### config.mk
export PLATFORM = sky130hd
export DESIGN_NAME = queue_controller_flat
export DESIGN_NICKNAME = d
export VERILOG_FILES = /design/src/rtl/queue_controller_pkg.sv /design/src/rtl/queue_controller_if.sv /design/src/rtl/queue_controller.sv /design/src/flat_wrapper.sv
export SDC_FILE = /design/constraint.sdc
export NUM_CORES = 1
export LEC_CHECK = 0
export CELL_PAD_IN_SITES_DETAIL_PLACEMENT = 1
export CELL_PAD_IN_SITES_GLOBAL_PLACEMENT = 1
export CORE_MARGIN = 1
export CORE_UTILIZATION = 34
export DETAILED_ROUTE_END_ITERATION = 6
export GPL_ROUTABILITY_DRIVEN = 0
export HOLD_SLACK_MARGIN = 0.1
export PLACE_DENSITY = 0.82
export SLEW_MARGIN = 20
export SYNTH_ARGS = -nofsm -noshare
export SYNTH_HDL_FRONTEND = slang
export SYNTH_SLANG_ARGS = --single-unit
### constraint.sdc
create_clock -name clk -period 1.7 [get_ports clk]
set_input_delay 0.255 -clock clk [delete_from_list [all_inputs] [get_ports clk]]
set_output_delay 0.255 -clock clk [all_outputs]
set_load 0.1 [all_outputs]
### src/rtl/queue_controller_pkg.sv
// Shared definitions for the queue controller FSM, its wrapper and its bench.
package queue_pkg;

    typedef enum logic [2:0] {
        IDLE   = 3'd0,
        WR     = 3'd1,
        WR_UPD = 3'd2,
        RD     = 3'd3,
        RD_UPD = 3'd4,
        ERR    = 3'd5
    } state_e;

    // Encoding of the last_op arbitration bit.
    localparam logic LAST_PUSH = 1'b0;
    localparam logic LAST_POP  = 1'b1;

endpackage

### src/rtl/queue_controller_if.sv
// Request/ack handshake plus datapath control and status bundle of the queue controller.
interface queue_controller_if #(
    parameter int CNT_WIDTH = 8
);
    logic                 push_req;
    logic                 pop_req;
    logic                 underflow;
    logic                 overflow;
    logic                 add;
    logic                 remove;
    logic                 update;
    logic                 op_select;
    logic                 we;
    logic                 re;
    logic                 push_ack;
    logic                 pop_ack;
    logic                 push_err;
    logic                 pop_err;
    logic                 busy;
    logic [CNT_WIDTH-1:0] push_count;
    logic [CNT_WIDTH-1:0] pop_count;

    // Requester / datapath side.
    modport master (
        output push_req, pop_req, underflow, overflow,
        input  add, remove, update, op_select, we, re,
        input  push_ack, pop_ack, push_err, pop_err, busy, push_count, pop_count
    );

    // Controller side.
    modport slave (
        input  push_req, pop_req, underflow, overflow,
        output add, remove, update, op_select, we, re,
        output push_ack, pop_ack, push_err, pop_err, busy, push_count, pop_count
    );

endinterface

### src/rtl/queue_controller.sv
// Moore FSM sequencing queue push/pop operations onto the datapath, with
// fair push/pop arbitration and wrapping completion counters.
module queue_controller
    import queue_pkg::*;
#(
    parameter int CNT_WIDTH = 8
) (
    input  logic              clk,
    input  logic              rst,
    queue_controller_if.slave bus
);

    state_e               state_q, state_d;
    logic                 last_op_q, last_op_d;
    logic [1:0]           err_q, err_d;          // {push_err, pop_err} shown while in ERR
    logic [CNT_WIDTH-1:0] push_count_q, push_count_d;
    logic [CNT_WIDTH-1:0] pop_count_q, pop_count_d;
    logic                 push_ok, pop_ok;

    assign push_ok = bus.push_req && !bus.overflow;
    assign pop_ok  = bus.pop_req  && !bus.underflow;

    always_ff @(posedge clk or posedge rst) begin
        if (rst) begin
            state_q      <= IDLE;
            last_op_q    <= LAST_PUSH;
            err_q        <= 2'b00;
            push_count_q <= '0;
            pop_count_q  <= '0;
        end else begin
            state_q      <= state_d;
            last_op_q    <= last_op_d;
            err_q        <= err_d;
            push_count_q <= push_count_d;
            pop_count_q  <= pop_count_d;
        end
    end

    always_comb begin
        state_d      = state_q;
        last_op_d    = last_op_q;
        err_d        = err_q;
        push_count_d = push_count_q;
        pop_count_d  = pop_count_q;
        case (state_q)
            IDLE: begin
                // Serviceable requests beat errors; ties go to whichever op did not run last.
                if (push_ok && pop_ok) begin
                    if (last_op_q == LAST_PUSH) begin
                        state_d   = RD;
                        last_op_d = LAST_POP;
                    end else begin
                        state_d   = WR;
                        last_op_d = LAST_PUSH;
                    end
                end else if (push_ok) begin
                    state_d   = WR;
                    last_op_d = LAST_PUSH;
                end else if (pop_ok) begin
                    state_d   = RD;
                    last_op_d = LAST_POP;
                end else if (bus.push_req || bus.pop_req) begin
                    state_d = ERR;
                    err_d   = {bus.push_req, bus.pop_req};
                end
            end
            WR:     state_d = WR_UPD;
            WR_UPD: begin
                state_d      = IDLE;
                push_count_d = push_count_q + 1'b1;
            end
            RD:     state_d = RD_UPD;
            RD_UPD: begin
                state_d     = IDLE;
                pop_count_d = pop_count_q + 1'b1;
            end
            ERR:     state_d = IDLE;
            default: state_d = IDLE;
        endcase
    end

    always_comb begin
        bus.add       = 1'b0;
        bus.remove    = 1'b0;
        bus.update    = 1'b0;
        bus.op_select = 1'b0;
        bus.we        = 1'b0;
        bus.re        = 1'b0;
        bus.push_ack  = 1'b0;
        bus.pop_ack   = 1'b0;
        bus.push_err  = 1'b0;
        bus.pop_err   = 1'b0;
        bus.busy      = (state_q != IDLE);
        case (state_q)
            WR: bus.we = 1'b1;
            WR_UPD: begin
                bus.add      = 1'b1;
                bus.update   = 1'b1;
                bus.push_ack = 1'b1;
            end
            RD: begin
                bus.re        = 1'b1;
                bus.op_select = 1'b1;
            end
            RD_UPD: begin
                bus.remove    = 1'b1;
                bus.update    = 1'b1;
                bus.op_select = 1'b1;
                bus.pop_ack   = 1'b1;
            end
            ERR: begin
                bus.push_err = err_q[1];
                bus.pop_err  = err_q[0];
            end
            default: ;
        endcase
    end

    assign bus.push_count = push_count_q;
    assign bus.pop_count  = pop_count_q;

endmodule

### src/flat_wrapper.sv
// flat-port wrapper written by rule: the top's interface ports become plain ports
module queue_controller_flat import queue_pkg::*;
#(
    parameter int CNT_WIDTH = 8
)
  (clk, rst, bus_push_req, bus_pop_req, bus_underflow, bus_overflow, bus_add, bus_remove, bus_update, bus_op_select, bus_we, bus_re, bus_push_ack, bus_pop_ack, bus_push_err, bus_pop_err, bus_busy, bus_push_count, bus_pop_count);
  queue_controller_if #(.CNT_WIDTH(CNT_WIDTH)) bus_i ();
  input  logic clk;
  input  logic rst;
  input wire logic [$bits(bus_i.push_req)-1:0] bus_push_req;
  input wire logic [$bits(bus_i.pop_req)-1:0] bus_pop_req;
  input wire logic [$bits(bus_i.underflow)-1:0] bus_underflow;
  input wire logic [$bits(bus_i.overflow)-1:0] bus_overflow;
  output wire logic [$bits(bus_i.add)-1:0] bus_add;
  output wire logic [$bits(bus_i.remove)-1:0] bus_remove;
  output wire logic [$bits(bus_i.update)-1:0] bus_update;
  output wire logic [$bits(bus_i.op_select)-1:0] bus_op_select;
  output wire logic [$bits(bus_i.we)-1:0] bus_we;
  output wire logic [$bits(bus_i.re)-1:0] bus_re;
  output wire logic [$bits(bus_i.push_ack)-1:0] bus_push_ack;
  output wire logic [$bits(bus_i.pop_ack)-1:0] bus_pop_ack;
  output wire logic [$bits(bus_i.push_err)-1:0] bus_push_err;
  output wire logic [$bits(bus_i.pop_err)-1:0] bus_pop_err;
  output wire logic [$bits(bus_i.busy)-1:0] bus_busy;
  output wire logic [$bits(bus_i.push_count)-1:0] bus_push_count;
  output wire logic [$bits(bus_i.pop_count)-1:0] bus_pop_count;
  assign bus_i.push_req = bus_push_req;
  assign bus_i.pop_req = bus_pop_req;
  assign bus_i.underflow = bus_underflow;
  assign bus_i.overflow = bus_overflow;
  assign bus_add = bus_i.add;
  assign bus_remove = bus_i.remove;
  assign bus_update = bus_i.update;
  assign bus_op_select = bus_i.op_select;
  assign bus_we = bus_i.we;
  assign bus_re = bus_i.re;
  assign bus_push_ack = bus_i.push_ack;
  assign bus_pop_ack = bus_i.pop_ack;
  assign bus_push_err = bus_i.push_err;
  assign bus_pop_err = bus_i.pop_err;
  assign bus_busy = bus_i.busy;
  assign bus_push_count = bus_i.push_count;
  assign bus_pop_count = bus_i.pop_count;
  queue_controller #(.CNT_WIDTH(CNT_WIDTH)) u_core (.clk(clk), .rst(rst), .bus(bus_i));
endmodule
# == After elaboration in Yosys (flattened, before gate mapping) ==
# Index checks and enable logic that the tools add are counted.
# op_classes
addsub,2
multipliers,0
n_div,0
order_cmp,0
n_eq_ne,6
shifts,0
n_mux,18
bitwise_logic,3
n_reduce_logical,13
# op_table
operator,count
$add 8x1->8 const B,2
$mux 1,12
$mux 3,4
$pmux 3 s3,1
$eq 3x2->1 const B,2
$eq 3x3->1 const B,2
$reduce_bool 3->1,2
$ne 5x1->1 const B,1
$reduce_and 5->1,1
$reduce_or 2->1,2
$eq 3x1->1 const B,1
$logic_and 1x1->1,3
$logic_not 3->1,1
$not 1->1,3
$logic_not 1->1,2
$mux 2,1
$reduce_and 2->1,1
$logic_or 1x1->1,1
# totals
regBits,22
latchBits,0
ramBits,0
rom_bits,0
in_bits,6
output_inout_bits,27
memories,0

# == Depth between registers and ports, before layout ==
# Gate-level depths: netlist of the first run.
# logic_depth
ltp_word,6
mapped_depth,5

# == Least setup slack after synthesis of the first run ==
# OpenSTA, ideal clock, no wires.
# synth_timing
path_type,register to output
from,register u_core.state_q[0]
to,output bus_update
t_arrival_ns,2.608
path_slack_ns,-1.163
stages_incl_launch_ff,3
n_path_buf,0
path_cell_list,dfrtp_1 -> nor3b_2 -> or2_2
# synth_between
elab_chain_cells,3
elab_cells_between_ends,4
# synth_rtl
element,line,text
from (decl),queue_controller.sv:13,"state_e state_q, state_d;"
from (signal assigned),queue_controller.sv:31,state_q <= state_d;
$eq 3x2->1 / $eq 3x3->1 (equally long branches),queue_controller.sv:94,case (state_q)
$reduce_or 2->1 (no line) *,-,
$mux 1 *,queue_controller.sv:94,
to (decl),flat_wrapper.sv:16,output wire logic [$bits(bus_i.update)-1:0] bus_update;
# Every way passes the cells marked *; elsewhere a longest branch is shown, timed or not.

# == Worst setup path after layout of the first run ==
# layout_timing
from,register u_core.state_q[1]
to,output bus_op_select
# layout_between
elab_chain_cells,3
elab_cells_between_ends,4
# layout_rtl
element,line,text
$eq 3x3->1 / $eq 3x2->1 (equally long branches),queue_controller.sv:94,
$reduce_or 2->1 (no line) *,-,
$mux 1 *,queue_controller.sv:94,
to (decl),flat_wrapper.sv:17,output wire logic [$bits(bus_i.op_select)-1:0] bus_op_select;
# Marked as above.

==> run_results.csv, run 1 <==
group,metric,value,unit
timing,slew_violations,0,
drt,post_drt_wl_per_cell,16.7,um
logic_synthesis,netlist_area,1070,um2
drt,vias,904,
clocking,clk_pin_slew,0.14,ns
timing,layout_min_cycle_time,1.84,ns
logic_synthesis,synthArstFlopShare,100,%
setup_path,critPathLaunchType,"register",
logic_synthesis,syn_nets,106,
grt,grt_max_degree,23,
min_path,min_path_type,"in -> async",
timing,finalHoldViolations,0,
timing,finalSetupViolCount,8,
setup_path,cp.arrival,1.58,ns
grt,grt_pass1_vias,994,
die,die_w,58.1,um
grt,antenna_found_initial,0,
logic_synthesis,synthTopCellsByArea,"dfrtp_1 (51%), xnor2_1 (8.2%), nand4_1 (3.5%)",
timing,period_share,108,%
logic_synthesis,avgSynthCellArea,10.9,um2
logic_synthesis,synth_cell_types,28,
finish,n_antenna_cell,0,
setup_path,critical_path_class,"reg -> out",
drt,antenna_left,0,
logic_synthesis,synth_top_family_by_area,"simple AND/OR/NAND/NOR gates",
finish,num-nets-final,155,
setup_path,required,1.44,ns
clocking,clock_path_buffers,2,
setup_path,critical_path.cell_chain,"or3b_4, clkinv_8, or2_4, buf_12",
clocking,clkLatencyLatePin,0.33,ns
die,fp.coreArea,2880,um2
die,die_area,3370,um2
logic_synthesis,synth_mux_area_share,1.05,%
status,outcome,"finished, violations left",
drt,drt_wl_total,3150,um
setup_path,slowest_stage,"dfrtp_1",
finish,layout-drive-gt1-share,44.5,%
drt,first_iter_violations,13,
timing,worst_pin_slew,0.286,ns
logic_synthesis,synth_simple_gate_area_share,23.7,%
logic_synthesis,synth-main-ff-cell,"dfrtp_1",
logic_synthesis,synth_fa_ha_area_share,2.34,%
logic_synthesis,synth_top_area_cell,"dfrtp_1",
setup_path,critPathCaptureType,"output port",
clocking,cts_sinks,22,
grt,grt_overflow,0,
clocking,cts_htree_levels,1,
logic_synthesis,synthTopCellsByCount,"dfrtp_1 (22), xnor2_1 (10), nand2_1 (8), nand4_1 (6)",
timing,whs,0.286,ns
logic_synthesis,synth_seq_area_share,51.5,%
logic_synthesis,synth-xor-area-share,11.5,%
timing,setup_slack,-0.139,ns
logic_synthesis,synth_most_common_cell,"dfrtp_1",
timing,relSlewSlack,80.9,%
drt,viasPerCell,4.81,
logic_synthesis,yosysWarnings,0,
die,rows,19,
die,pin_count,33,
timing,max_freq,0.544,GHz
grt,track_usage,19.1,%
logic_synthesis,synthDominantCellAreaShare,51.5,%
logic_synthesis,ys_seq_elements,22,
die,fp.dieH,58.1,um
finish,n_fill_cell,274,
clocking,clockRootBuffer,"clkbuf_4",
clocking,cts_buffers,3,
finish,area_delta_synth_final,81.4,%
setup_path,path_max_fanout,7,
place,preCtsSetupSlack,0.0333,ns
grt,grt_pass1_wl,4760,um
drt,dr.pass1.iters,4,
logic_synthesis,synth_edf_count,0,
logic_synthesis,synth_compound_area_share,5.61,%
timing,rsz0062_at_grt,"true",
timing,fin_tns_setup,-0.612,ns
timing,finClkSkew,0.0131,ns
status,violations,"setup timing",
die,start_util,37.2,%
setup_path,cpPeakStageDelay,0.44,ns
clocking,cts_hold_buffers,0,
drt,drc,0,
flow_run,drv_cap,0,
clocking,cts_tree,"built",
logic_synthesis,postSynthCellCount,98,
place,portBuffers,32,
==> registers in the layout, summed over array words and instances, names as in the netlist <==
name / flops
u_core.bus.push_count: 8
u_core.bus.pop_count: 8
u_core.err_q: 2
u_core.state_q: 3
u_core.last_op_q: 1
==> routing by layer <==
layer | vias up | global-route usage [%] | wire (um)
li1 | 433 | - | -
met1 | 445 | 21.1 | 1250
met2 | 22 | 36.0 | 1760
met3 | 4 | 3.13 | 79
met4 | 0 | 8.16 | 68
met5 | - | 0 | 0
==> logic make-up after synthesis <==
logic type      Yosys count
simple gates             42
fa+ha+maj                 2
flops                    22
mux                       1
buf+inv                   8
xor+xnor                 14
compound gates            9
==> final timing paths <==
check | from | to | slack [ns] | depth (start not counted)
setup / recovery | u_core.state_q[1]$_DFFE_PP0P_ | bus_op_select | -0.14 | 4
hold / removal | rst | u_core.bus.push_count[5]$_DFFE_PP0P_ | 0.29 | 3
setup reg to reg | u_core.state_q[2]$_DFFE_PP0P_ | u_core.bus.push_count[1]$_DFFE_PP0P_ | 0.16 | 5
hold reg to reg | u_core.bus.push_count[7]$_DFFE_PP0P_ | u_core.bus.push_count[7]$_DFFE_PP0P_ | 0.54 | 1
max in group asynchronous | rst | u_core.bus.pop_count[0]$_DFFE_PP0P_ | 1.16 | 3
min in group clk | u_core.bus.push_count[7]$_DFFE_PP0P_ | u_core.bus.push_count[7]$_DFFE_PP0P_ | 0.54 | 1
==> worst max-delay path: cells and delay by family, from the launching register on <==
kind | cells | cell delay (ns)
simple gates | 2 | 0.55
flops | 1 | 0.44
buf+inv | 2 | 0.25
==> final cells by class <==
type / instances / area [um2] / area share [%]
Inverter: 5 / 31.3 / 1.61
Clock buffer: 3 / 22.5 / 1.16
Tap cell: 42 / 52.6 / 2.71
Multi-Input combinational cell: 68 / 507 / 26.1
Timing Repair Buffer: 47 / 743 / 38.3
Sequential cell: 22 / 554 / 28.6
Clock inverter: 1 / 30.0 / 1.55
==> layout by cell type (no fill, tap or decap), types with 2 or more instances in the layout <==
cell type,n
buf_6,4
a31oi_1,3
buf_4,9
a31o_2,2
buf_12,29
nor2_1,5
and3_4,2
clkdlybuf4s50_1,5
xor2_1,4
nor3_2,2
inv_1,3
or2_4,2
nor2b_1,2
nand4_1,6
nand2_1,8
ha_1,2
dfrtp_1,19
a21oi_1,3
and3_1,3
xnor2_1,10
nand3_1,3
clkbuf_4,3
dfrtp_2,3
==> through the flow <==
stage | instances | instance area (um2) | util, %
after global placement | 176 | 1770 | 61.4
after CTS | 184 | 1870 | 64.9
final | 188 | 1940 | 67.5
after global routing | 188 | 1940 | 67.5
after floorplan | 98 | 1100 | -
after detailed placement | 176 | 1770 | 61.4
==> what timing repair did <==
item	in CTS	in global routing
pin swaps	2	2
endpoints found under the setup margin	10	11
endpoints found under the hold margin	0	0
resized for setup	5	5
setup buffers	4	4
Power of run 1 is left out: the tool's default activity adds up to more than one toggle a clock period on the data nets, which glitch-free logic cannot reach.
==> run 2: changes to the inputs <==
--- a/config.mk
+++ b/config.mk
@@ -5,10 +5,11 @@
 export SDC_FILE = /design/constraint.sdc
 export NUM_CORES = 1
 export LEC_CHECK = 0
+export ABC_AREA = 1
 export CELL_PAD_IN_SITES_DETAIL_PLACEMENT = 1
 export CELL_PAD_IN_SITES_GLOBAL_PLACEMENT = 1
 export CORE_MARGIN = 1
-export CORE_UTILIZATION = 34
+export CORE_UTILIZATION = 33
 export DETAILED_ROUTE_END_ITERATION = 6
 export GPL_ROUTABILITY_DRIVEN = 0
 export HOLD_SLACK_MARGIN = 0.1
==> run_results.csv, run 2 <==
group,metric,value,unit
grt,grt_pass1_vias,1201,
timing,finClkSkew,0.00297,ns
setup_path,worstRegToRegCells,8,
timing,max_freq,0.602,GHz
logic_synthesis,postSynthCellCount,154,
finish,layout-drive-gt1-share,34.8,%
status,outcome,"finished clean",
finish,num-nets-final,207,
finish,mostFrequentLayoutCells,"nand2_1 (55), buf_12 (27), inv_1 (18), dfrtp_1 (15), nor2_1 (12)",
clocking,cts_buffers,3,
drt,vias,1164,
finish,area_delta_synth_final,71.9,%
logic_synthesis,synth_most_common_cell,"nand2_1",
grt,grt_overflow,0,
drt,first_iter_violations,45,
logic_synthesis,synth_top_area_cell,"dfrtp_1",
logic_synthesis,synth_edf_count,0,
logic_synthesis,synth_cell_types,19,
drt,drc,0,
grt,grt_max_degree,23,
setup_path,worst-r2r-setup-slack,0.22,ns
clocking,cts_hold_buffers,0,
setup_path,critPathCaptureType,"output port",
place,hpwl,2600,um
logic_synthesis,synthDominantCellAreaShare,46.6,%
setup_path,r2r_start,"u_core.state_q[1]$_DFFE_PP0P_",
setup_path,path_max_fanout,6,
logic_synthesis,netlist_area,1180,um2
die,rows,21,
clocking,clockRootBuffer,"clkbuf_4",
flow_run,drv_cap,0,
place,portBuffers,32,
grt,antenna_found_initial,0,
clocking,clkLatencyLatePin,0.33,ns
timing,layout_min_cycle_time,1.66,ns
logic_synthesis,synth_seq_area_share,46.6,%
die,die_area,3820,um2
finish,mostFrequentLayoutCell,"nand2_1",
timing,whs,0.245,ns
timing,relSlewSlack,79.8,%
die,pin_count,33,
drt,viasPerCell,4.77,
logic_synthesis,synthTopCellsByCount,"nand2_1 (57), dfrtp_1 (22), inv_1 (20), nor2_1 (16), nand3_1 (8)",
timing,worst_pin_slew,0.304,ns
die,die_w,61.8,um
logic_synthesis,ys_seq_elements,22,
logic_synthesis,avgSynthCellArea,7.67,um2
drt,post_drt_wl_per_cell,14.2,um
finish,n_antenna_cell,0,
setup_path,r2r-end,"u_core.bus.pop_count[5]$_DFFE_PP0P_",
die,start_util,34.8,%
setup_path,cp.arrival,1.41,ns
setup_path,critPathLaunchType,"register",
clocking,cts_sinks,22,
drt,dr.pass1.iters,2,
finish,n_fill_cell,377,
min_path,min_path_type,"in -> async",
drt,drt_wl_total,3460,um
setup_path,required,1.44,ns
logic_synthesis,synth-main-ff-cell,"dfrtp_1",
timing,rsz0062_at_grt,"true",
timing,finalHoldViolations,0,
timing,period_share,97.8,%
grt,track_usage,20.3,%
logic_synthesis,yosysWarnings,0,
logic_synthesis,synthTopCellsByArea,"dfrtp_1 (47%), nand2_1 (18%), inv_1 (6.4%)",
timing,slew_violations,0,
setup_path,critical_path_class,"reg -> out",
timing,finalSetupViolCount,0,
die,fp.coreArea,3390,um2
clocking,cts_htree_levels,1,
logic_synthesis,synthArstFlopShare,100,%
logic_synthesis,syn_nets,162,
clocking,clock_path_buffers,2,
die,fp.dieH,61.8,um
clocking,cts_tree,"built",
clocking,clk_pin_slew,0.13,ns
drt,antenna_left,0,
grt,grt_pass1_wl,5490,um
==> run 2: per-layer routing <==
metal / GRT usage (%) / vias up / share of wire, %
met3: 3.11 / 7 / 3.2
li1: - / 555 / -
met1: 21.8 / 573 / 38
met2: 38.6 / 29 / 57
met5: 0 / - / 0
met4: 9.52 / 0 / 2.1
==> run 2: worst max path at each step <==
stage / from / slack (ns) / end
after CTS: u_core.state_q[1]$_DFFE_PP0P_ / -0.02 / bus_push_err
final: u_core.state_q[1]$_DFFE_PP0P_ / 0.04 / bus_op_select
after floorplan: u_core.state_q[1]$_DFFE_PP0P_ / -0.08 / bus_pop_err
after global routing: u_core.state_q[1]$_DFFE_PP0P_ / -0.02 / bus_push_err
after global placement: u_core.state_q[1]$_DFFE_PP0P_ / 0.29 / bus_update
after detailed placement: u_core.state_q[1]$_DFFE_PP0P_ / 0.24 / bus_update
==> run 2: worst max-delay path, cell delays in order, from the launching register on <==
cell and delay [ns]:
dfrtp_2 0.49, nor2_4 0.20, nand2_8 0.10, o21ai_2 0.09, buf_12 0.19
==> run 2: repair_timing <==
item,in CTS,in global routing
setup buffers,1,8
pin swaps,0,3
gates cloned,0,0
resized for setup,9,9
endpoints found under the setup margin,9,9
==> run 2: layout make-up <==
type                            count  area [um2]  share of cell area, %
Clock buffer                        3        22.5                   1.11
Inverter                           22        92.6                   4.56
Timing Repair Buffer               42         666                   32.8
Tap cell                           46        57.6                   2.83
Sequential cell                    22         559                   27.5
Clock inverter                      1        30.0                   1.48
Multi-Input combinational cell    108         603                   29.7
==> run 2: cells by family (layout without fill, tap and decap cells) <==
group | Yosys count | after routing | synth area share [%]
AND/OR/NAND/NOR | 93 | 93 | 35.3
buffers and inverters | 24 | 68 | 8.26
flip-flops | 22 | 22 | 46.6
XOR/XNOR | 7 | 7 | 5.19
AO/OA/AOI/OAI | 6 | 6 | 2.54
adder cells (fa/ha/maj) | 2 | 2 | 2.12
==> run 2: per-stage QoR <==
stage	std cells	TNS [ns]	util, %	cell area (um2)	setup slack, ns
6_report	244	0	59.9	2030	0.0382
5_1_grt	244	-0.101	59.9	2030	-0.0219
4_1_cts	236	-0.0316	56.9	1930	-0.0163
3_5_place_dp	231	0	54.5	1850	0.236
3_3_place_gp	231	0	54.5	1850	0.288
2_1_floorplan	154	-0.259	-	1210	-0.0763
Power of run 2 is left out for the same reason.
